**src/rtl/checker_sched_pkg.sv**
```systemverilog
// checker_sched_pkg: shared state encoding and default sizing for the checker scheduler.
// Latency: n/a (declarations only).
// Backpressure: n/a.
package checker_sched_pkg;

  localparam int LANES_DEF = 4;
  localparam int CNT_W_DEF = 8;

  typedef enum logic [1:0] {
    ST_IDLE = 2'd0,
    ST_RUN  = 2'd1,
    ST_DONE = 2'd2
  } state_t;

endpackage

```
**src/rtl/checker_sched_if.sv**
```systemverilog
// checker_sched_if: run-control, compare-data and result signals of checker_sched.
// Latency: n/a (wires only).
// Backpressure: none; start is a pulse, results are held registers.
// Ports: master drives start/num_cmp/lane_mask/out_s/out_b and observes the results;
//        slave (the checker) is the mirror image.
interface checker_sched_if #(
  parameter int LANES = 4,
  parameter int CNT_W = 8
);
  localparam int LW = $clog2(LANES);

  logic                 start;
  logic [CNT_W-1:0]     num_cmp;
  logic [LANES-1:0]     lane_mask;
  logic [2*LANES-1:0]   out_s;
  logic [2*LANES-1:0]   out_b;
  logic                 busy;
  logic                 done;
  logic                 pass;
  logic [CNT_W-1:0]     err_count;
  logic                 err_valid;
  logic [LW-1:0]        first_err_lane;
  logic [CNT_W-1:0]     first_err_idx;

  modport master (
    output start, num_cmp, lane_mask, out_s, out_b,
    input  busy, done, pass, err_count, err_valid, first_err_lane, first_err_idx
  );

  modport slave (
    input  start, num_cmp, lane_mask, out_s, out_b,
    output busy, done, pass, err_count, err_valid, first_err_lane, first_err_idx
  );

endinterface

```
**src/rtl/checker_sched_lane_rr_sel.sv**
```systemverilog
// lane_rr_sel: next enabled lane strictly after cur_i, wrapping to the lowest enabled lane.
// Latency: combinational.
// Backpressure: none.
// Ports: cur_i current lane, mask_i enabled lanes, nxt_o selected next lane
//        (returns cur_i when no lane is enabled).
module lane_rr_sel #(
  parameter int LANES = 4,
  parameter int LW    = $clog2(LANES)
) (
  input  logic [LW-1:0]    cur_i,
  input  logic [LANES-1:0] mask_i,
  output logic [LW-1:0]    nxt_o
);

  logic found;

  // Scan offsets 1..LANES so that cur_i itself is the last candidate; this
  // makes a single-lane mask select the same lane every time.
  always_comb begin
    nxt_o = cur_i;
    found = 1'b0;
    for (int k = 1; k <= LANES; k++) begin
      if (!found && mask_i[(int'(cur_i) + k) % LANES]) begin
        nxt_o = LW'((int'(cur_i) + k) % LANES);
        found = 1'b1;
      end
    end
  end

endmodule

```
**src/rtl/checker_sched.sv**
```systemverilog
// checker_sched: time-multiplexes structural/behavioural lane-pair compares through one slot.
// Latency: start at edge N -> busy after N, compares at N+1..N+num_cmp, done after N+num_cmp+1.
// Backpressure: none; start outside IDLE or with num_cmp/lane_mask zero is dropped.
// Ports: clk, reset_L (sync active-low); bus (slave) carries start/num_cmp/lane_mask,
//        out_s/out_b lane pairs, and busy/done/pass/err_count/err_valid/first_err_*.
module checker_sched
  import checker_sched_pkg::*;
#(
  parameter int LANES = LANES_DEF,
  parameter int CNT_W = CNT_W_DEF
) (
  input  logic            clk,
  input  logic            reset_L,
  checker_sched_if.slave  bus
);

  localparam int              LW       = $clog2(LANES);
  localparam logic [LW-1:0]   LAST     = LW'(LANES - 1);
  localparam logic [CNT_W-1:0] CNT_MAX = {CNT_W{1'b1}};

  state_t             state_q, state_d;
  logic [CNT_W-1:0]   num_q, num_d;
  logic [LANES-1:0]   mask_q, mask_d;
  logic [CNT_W-1:0]   idx_q, idx_d;
  logic [LW-1:0]      sel_q, sel_d;
  logic [CNT_W-1:0]   err_cnt_q, err_cnt_d;
  logic               err_vld_q, err_vld_d;
  logic [LW-1:0]      fe_lane_q, fe_lane_d;
  logic [CNT_W-1:0]   fe_idx_q, fe_idx_d;
  logic               pass_q, pass_d;

  logic               start_ok;
  logic               cmp_en;
  logic               run_end;
  logic               mismatch;
  logic [1:0]         s_pair, b_pair;
  logic [LW-1:0]      rr_cur;
  logic [LANES-1:0]   rr_mask;
  logic [LW-1:0]      rr_nxt;

  assign start_ok = (state_q == ST_IDLE) && bus.start &&
                    (bus.num_cmp != '0) && (bus.lane_mask != '0);
  // RUN holds num_cmp compare cycles followed by one settle cycle (idx == num)
  // in which the final count is turned into the pass verdict.
  assign cmp_en   = (state_q == ST_RUN) && (idx_q != num_q);
  assign run_end  = (state_q == ST_RUN) && (idx_q == num_q);

  // In IDLE, asking for "next after the top lane" yields the lowest enabled
  // lane of the incoming mask, which is the first lane of the run.
  assign rr_cur  = (state_q == ST_IDLE) ? LAST : sel_q;
  assign rr_mask = (state_q == ST_IDLE) ? bus.lane_mask : mask_q;

  lane_rr_sel #(.LANES(LANES), .LW(LW)) u_rr (
    .cur_i  (rr_cur),
    .mask_i (rr_mask),
    .nxt_o  (rr_nxt)
  );

  always_comb begin
    s_pair = '0;
    b_pair = '0;
    for (int i = 0; i < LANES; i++) begin
      if (sel_q == LW'(i)) begin
        s_pair = bus.out_s[2*i +: 2];
        b_pair = bus.out_b[2*i +: 2];
      end
    end
  end

  assign mismatch = (s_pair != b_pair);

  // FSM: state register
  always_ff @(posedge clk) begin
    if (!reset_L) state_q <= ST_IDLE;
    else          state_q <= state_d;
  end

  // FSM: next state
  always_comb begin
    state_d = state_q;
    case (state_q)
      ST_IDLE: if (start_ok) state_d = ST_RUN;
      ST_RUN:  if (run_end)  state_d = ST_DONE;
      ST_DONE: state_d = ST_IDLE;
      default: state_d = ST_IDLE;
    endcase
  end

  // FSM: outputs
  always_comb begin
    bus.busy = (state_q == ST_RUN);
    bus.done = (state_q == ST_DONE);
  end

  // Datapath next state
  always_comb begin
    num_d     = num_q;
    mask_d    = mask_q;
    idx_d     = idx_q;
    sel_d     = sel_q;
    err_cnt_d = err_cnt_q;
    err_vld_d = err_vld_q;
    fe_lane_d = fe_lane_q;
    fe_idx_d  = fe_idx_q;
    pass_d    = pass_q;

    if (start_ok) begin
      num_d     = bus.num_cmp;
      mask_d    = bus.lane_mask;
      idx_d     = '0;
      sel_d     = rr_nxt;
      err_cnt_d = '0;
      err_vld_d = 1'b0;
      fe_lane_d = '0;
      fe_idx_d  = '0;
      pass_d    = 1'b0;
    end

    if (cmp_en) begin
      idx_d = idx_q + 1'b1;
      sel_d = rr_nxt;
      if (mismatch) begin
        if (err_cnt_q != CNT_MAX) err_cnt_d = err_cnt_q + 1'b1;
        if (!err_vld_q) begin
          err_vld_d = 1'b1;
          fe_lane_d = sel_q;
          fe_idx_d  = idx_q;
        end
      end
    end

    if (run_end) pass_d = (err_cnt_q == '0);
  end

  always_ff @(posedge clk) begin
    if (!reset_L) begin
      num_q     <= '0;
      mask_q    <= '0;
      idx_q     <= '0;
      sel_q     <= '0;
      err_cnt_q <= '0;
      err_vld_q <= 1'b0;
      fe_lane_q <= '0;
      fe_idx_q  <= '0;
      pass_q    <= 1'b0;
    end else begin
      num_q     <= num_d;
      mask_q    <= mask_d;
      idx_q     <= idx_d;
      sel_q     <= sel_d;
      err_cnt_q <= err_cnt_d;
      err_vld_q <= err_vld_d;
      fe_lane_q <= fe_lane_d;
      fe_idx_q  <= fe_idx_d;
      pass_q    <= pass_d;
    end
  end

  assign bus.pass           = pass_q;
  assign bus.err_count      = err_cnt_q;
  assign bus.err_valid      = err_vld_q;
  assign bus.first_err_lane = fe_lane_q;
  assign bus.first_err_idx  = fe_idx_q;

endmodule

```
**src/flat_wrapper.sv**
```systemverilog
// flat-port wrapper written by rule: the top's interface ports become plain ports
module checker_sched_flat import checker_sched_pkg::*;
#(
  parameter int LANES = LANES_DEF,
  parameter int CNT_W = CNT_W_DEF
)
  (clk, reset_L, bus_start, bus_num_cmp, bus_lane_mask, bus_out_s, bus_out_b, bus_busy, bus_done, bus_pass, bus_err_count, bus_err_valid, bus_first_err_lane, bus_first_err_idx);
  checker_sched_if #(.LANES(LANES), .CNT_W(CNT_W)) bus_i ();
  input  logic clk;
  input  logic reset_L;
  input wire logic [$bits(bus_i.start)-1:0] bus_start;
  input wire logic [$bits(bus_i.num_cmp)-1:0] bus_num_cmp;
  input wire logic [$bits(bus_i.lane_mask)-1:0] bus_lane_mask;
  input wire logic [$bits(bus_i.out_s)-1:0] bus_out_s;
  input wire logic [$bits(bus_i.out_b)-1:0] bus_out_b;
  output wire logic [$bits(bus_i.busy)-1:0] bus_busy;
  output wire logic [$bits(bus_i.done)-1:0] bus_done;
  output wire logic [$bits(bus_i.pass)-1:0] bus_pass;
  output wire logic [$bits(bus_i.err_count)-1:0] bus_err_count;
  output wire logic [$bits(bus_i.err_valid)-1:0] bus_err_valid;
  output wire logic [$bits(bus_i.first_err_lane)-1:0] bus_first_err_lane;
  output wire logic [$bits(bus_i.first_err_idx)-1:0] bus_first_err_idx;
  assign bus_i.start = bus_start;
  assign bus_i.num_cmp = bus_num_cmp;
  assign bus_i.lane_mask = bus_lane_mask;
  assign bus_i.out_s = bus_out_s;
  assign bus_i.out_b = bus_out_b;
  assign bus_busy = bus_i.busy;
  assign bus_done = bus_i.done;
  assign bus_pass = bus_i.pass;
  assign bus_err_count = bus_i.err_count;
  assign bus_err_valid = bus_i.err_valid;
  assign bus_first_err_lane = bus_i.first_err_lane;
  assign bus_first_err_idx = bus_i.first_err_idx;
  checker_sched #(.LANES(LANES), .CNT_W(CNT_W)) u_core (.clk(clk), .reset_L(reset_L), .bus(bus_i));
endmodule
```
**config.mk**
```make
export PLATFORM = sky130hd
export DESIGN_NAME = checker_sched_flat
export DESIGN_NICKNAME = d
export VERILOG_FILES = /design/src/rtl/checker_sched_pkg.sv /design/src/rtl/checker_sched_if.sv /design/src/rtl/checker_sched_lane_rr_sel.sv /design/src/rtl/checker_sched.sv /design/src/flat_wrapper.sv
export SDC_FILE = /design/constraint.sdc
export NUM_CORES = 1
export LEC_CHECK = 0
export ABC_CLOCK_PERIOD_IN_PS = 3200
export CAP_MARGIN = 20
export CORE_AREA = 2 2 72 74
export CTS_CLUSTER_DIAMETER = 200
export CTS_CLUSTER_SIZE = 10
export DETAILED_ROUTE_END_ITERATION = 8
export DIE_AREA = 0 0 74 76
export DONT_BUFFER_PORTS = 1
export GPL_ROUTABILITY_DRIVEN = 0
export GPL_TIMING_DRIVEN = 0
export PLACE_DENSITY = 0.68
export SLEW_MARGIN = 10
export SYNTH_ARGS = -nofsm -noshare
export SYNTH_HDL_FRONTEND = slang
export SYNTH_SLANG_ARGS = --single-unit
```
**constraint.sdc**
```tcl
create_clock -name clk -period 3.2 [get_ports clk]
set_input_delay 0.64 -clock clk [delete_from_list [all_inputs] [get_ports clk]]
set_output_delay 0.64 -clock clk [all_outputs]
set_load 0.02 [all_outputs]
```
==> metrics.md <==
| Metric | Value |
|---|---|
| Worst slew margin | `0.567` |
| Post-route core utilization | `0.552` |
| WHS | `0.473 ns` |
| Fin cells | `about 390` |
| Hold buffer count at CTS | `0` |
| Flops & latches, synth | `44` |
| DPL Wire Length | `4360 microns` |
| Synth-to-Final Area Change | `7.17%` |
| Synth Instances | `a little over 300` |
| Setup bufs post-CTS | `0` |
| Row count | `26` |
| Synthesized area | `0.00253 sq mm` |
| Sequential power share | `0.463` |
| Final ANT Viol Nets | `0` |
| Max-Cap Viols | `0` |
| First-pass GRT wire length | `approximately 9600 microns` |
| Max clock buf depth | `2` |
| IO Pins | `53` |
| CTS resizes | `0` |
| # nets final | `350` |
| Peak Freq | `433 MHz` |
| Die H | `76 microns` |
| Slew @ Worst Pin | `0.648 ns` |
| Startpoint types | `flip-flop` |
| Net Switching | `0.423 mW` |
| Die footprint | `0.00562 sq mm` |
| Final Cycle Share | `0.722` |
| RSZ-0062 raised after global routing | `no` |
| Clock share of power | `0.280` |
| CP Class | `flip-flop to flip-flop` |
| Int Power | `0.886 mW` |
| Skew final | `0.00927 ns` |
| Average wire per standard cell | `15.2 microns` |
| Final setup viols | `0` |
| Ant diodes | `0` |
| Most area-consuming cells after synthesis | `dfxtp_1 (35%), nand2_1 (7.0%), a21oi_1 (5.9%)` |
| Initial core utilization | `0.515` |
| Setup_tns | `0 ns` |
| Asr flop ratio synth | `0` |
| Post-synthesis sequential area ratio | `0.348` |
| Routed via count | `2206` |
| Via density | `5.70` |
| Largest net degree at the start of global routing | `14` |
| Pins Over Slew Limit | `0` |
| Switching portion of total power | `0.323` |
| Clock Tree Root | `clkbuf_8` |
| Logic pwr share | `0.257` |
| Top cell type's share of synthesized area | `0.348` |
| CTS buffer count | `5` |
| CTS tree | `done` |
| Cell Pwr Density | `483 mW/mm^2` |
| VDD IR max | `0.234 mV` |
| Total gr overflow | `0` |
| Mapped Nets | `343` |
| Post-synth top area cell | `dfxtp_1` |
| Final WL | `5870 microns` |
| Die Span X | `74 microns` |
| Worst skew pair latency | `0.30 ns` |
| Synth Warn # | `0` |
| CP endpoint kind | `flip-flop` |
| Clock sink count | `between 40 and 50` |
| Status | `completed` |
| H-tree depth | `2` |
| Post-synth cell types | `58` |
| Layout cell share with drive strength beyond 1 | `0.110` |
| Lkg Pwr | `0.964 nW` |
| Cell count after placement | `379` |
| Minimum clock period | `2.31 ns` |
| Min-Delay Path Class | `flip-flop to flip-flop` |
| First-pass DRT Iterations | `4` |
| Initial antenna violation count | `0` |
| IO Port Bufs | `0` |
| CP required | `between 3 and 4 ns` |
| CP Data Arrival Time | `2.56 ns` |
| Crit-path max FO | `10` |
| Clk slew on worst S/H paths | `0.09 ns` |
| Total track usage | `0.214` |
| Number of synthesized flops with an enable pin | `0` |
| Vias in the first global route | `2109` |
| Core Footprint | `0.00491 sq mm` |
| Final hold violations | `0` |
| Main synth FF type | `dfxtp_1` |
| DR iter-0 viols | `~160` |
| Final routed DRC violation total | `0` |
| Mapped Avg Cell Area | `8.19 sq um` |
state kept, by name, indices dropped and copies added, names as in the netlist:
register and cells:
u_core.bus.err_count 8, u_core.bus.first_err_idx 8, u_core.idx_q 8, u_core.num_q 8, u_core.mask_q 4, u_core.bus.first_err_lane 2, u_core.sel_q 2, u_core.state_q 2
u_core.bus.err_valid 1, u_core.bus.pass 1
cell usage after synthesis (all sizes together) (3+ instances only):
master   instances
inv              4
o21ai           11
o2111ai          3
nand2           48
nand3           19
nand4            5
or2              3
dfxtp           44
nor2            21
mux4             4
o21a             6
and3             7
xor2             9
or3              6
nand3b           5
buf             11
clkbuf          10
mux2i           12
nand2b           3
and2             3
a31oi            3
nor3             3
nor4             5
nor2b            5
a21oi           30
ha               3
final timing paths:
path	startpoint	to	cells after the start	slack, ns
min reg2reg	u_core.num_q[6]$_SDFFE_PN0P_	u_core.num_q[6]$_SDFFE_PN0P_	2	0.47
min	u_core.num_q[6]$_SDFFE_PN0P_	u_core.num_q[6]$_SDFFE_PN0P_	2	0.47
max reg2reg	u_core.state_q[0]$_SDFFE_PN0P_	u_core.bus.err_count[1]$_SDFF_PN0_	6	0.89
max	u_core.state_q[0]$_SDFFE_PN0P_	u_core.bus.err_count[1]$_SDFF_PN0_	6	0.89
critical path: stages, from the launching register on:
cell and delay (ns):
dfxtp_1 0.39, nor2b_1 0.56, a21boi_2 0.42, nand2_1 0.21, buf_4 0.23, nor3b_1 0.28, o21a_1 0.17
metal layers:
metal / share of wire / vias up / global-route usage
li1: - / 1122 / -
met1: 0.46 / 1031 / 0.278
met2: 0.48 / 45 / 0.353
met3: 0.046 / 8 / 0.0437
met5: 0 / - / 0
met4: 0.012 / 0 / 0.0655
power groups by stage:
| stage | clock network (mW) | logic (mW) | registers (mW) |
|---|---|---|---|
| after floorplan | 0 | 0.274 | 0.612 |
| after detailed placement | 0 | 0.335 | 0.619 |
| after global routing | 0.398 | 0.372 | 0.611 |
| after CTS | 0.376 | 0.337 | 0.606 |
| after global placement | 0 | 0.334 | 0.618 |
| final | 0.366 | 0.337 | 0.606 |
layout make-up:
type | count | area [sq um]
Buffer | 21 | 116
Clock buffer | 7 | 86.3
Clock inverter | 1 | 7.51
Fill cell | 487 | 2200
Inverter | 5 | 18.8
Multi-Input combinational cell | 239 | 1520
Sequential cell | 44 | 881
Tap cell | 70 | 87.6
cell usage in the layout, fill, tap and decap left out, types with 2 or more instances in the layout:
cell / instances
a211oi_1: 2
o2111ai_1: 3
nor3_1: 3
nor4_2: 2
clkbuf_8: 6
nand2_1: 47
dfxtp_1: 44
nand3_1: 19
nor2b_1: 5
o21ai_1: 2
mux2i_1: 12
buf_2: 6
ha_1: 3
nand3b_1: 5
nand4_1: 5
a21oi_1: 30
xnor2_1: 2
o21ai_0: 8
or3_1: 6
and3_1: 7
buf_4: 2
a31oi_1: 3
xor2_1: 9
clkbuf_1: 11
or2_2: 3
inv_1: 4
mux4_2: 4
and2_1: 2
o21a_1: 6
nor4_1: 3
nor2_1: 20
nand2b_1: 3
buf_6: 3
kinds of logic (layout without fill, tap and decap cells):
| family | count (synthesis) | after routing | synth area share |
|---|---|---|---|
| xor gates and xnor gates | 11 | 11 | 0.0381 |
| AOI/OAI and AO/OA | 70 | 70 | 0.175 |
| adders and majority gates | 3 | 3 | 0.0148 |
| DFF | 44 | 44 | 0.348 |
| buffers and inverters | 26 | 34 | 0.0534 |
| muxes | 17 | 17 | 0.0875 |
| and+or+nand+nor | 138 | 138 | 0.283 |
metrics by stage:
stage	area [sq um]	worst slack (ns)	power [mW]
2_1_floorplan	2530	1.03	0.885
3_3_place_gp	2620	0.905	0.952
3_5_place_dp	2620	0.903	0.954
4_1_cts	2710	0.907	1.32
5_1_grt	2710	0.779	1.38
6_report	2710	0.889	1.31
Note: power is estimated with default switching activity, not from simulation.
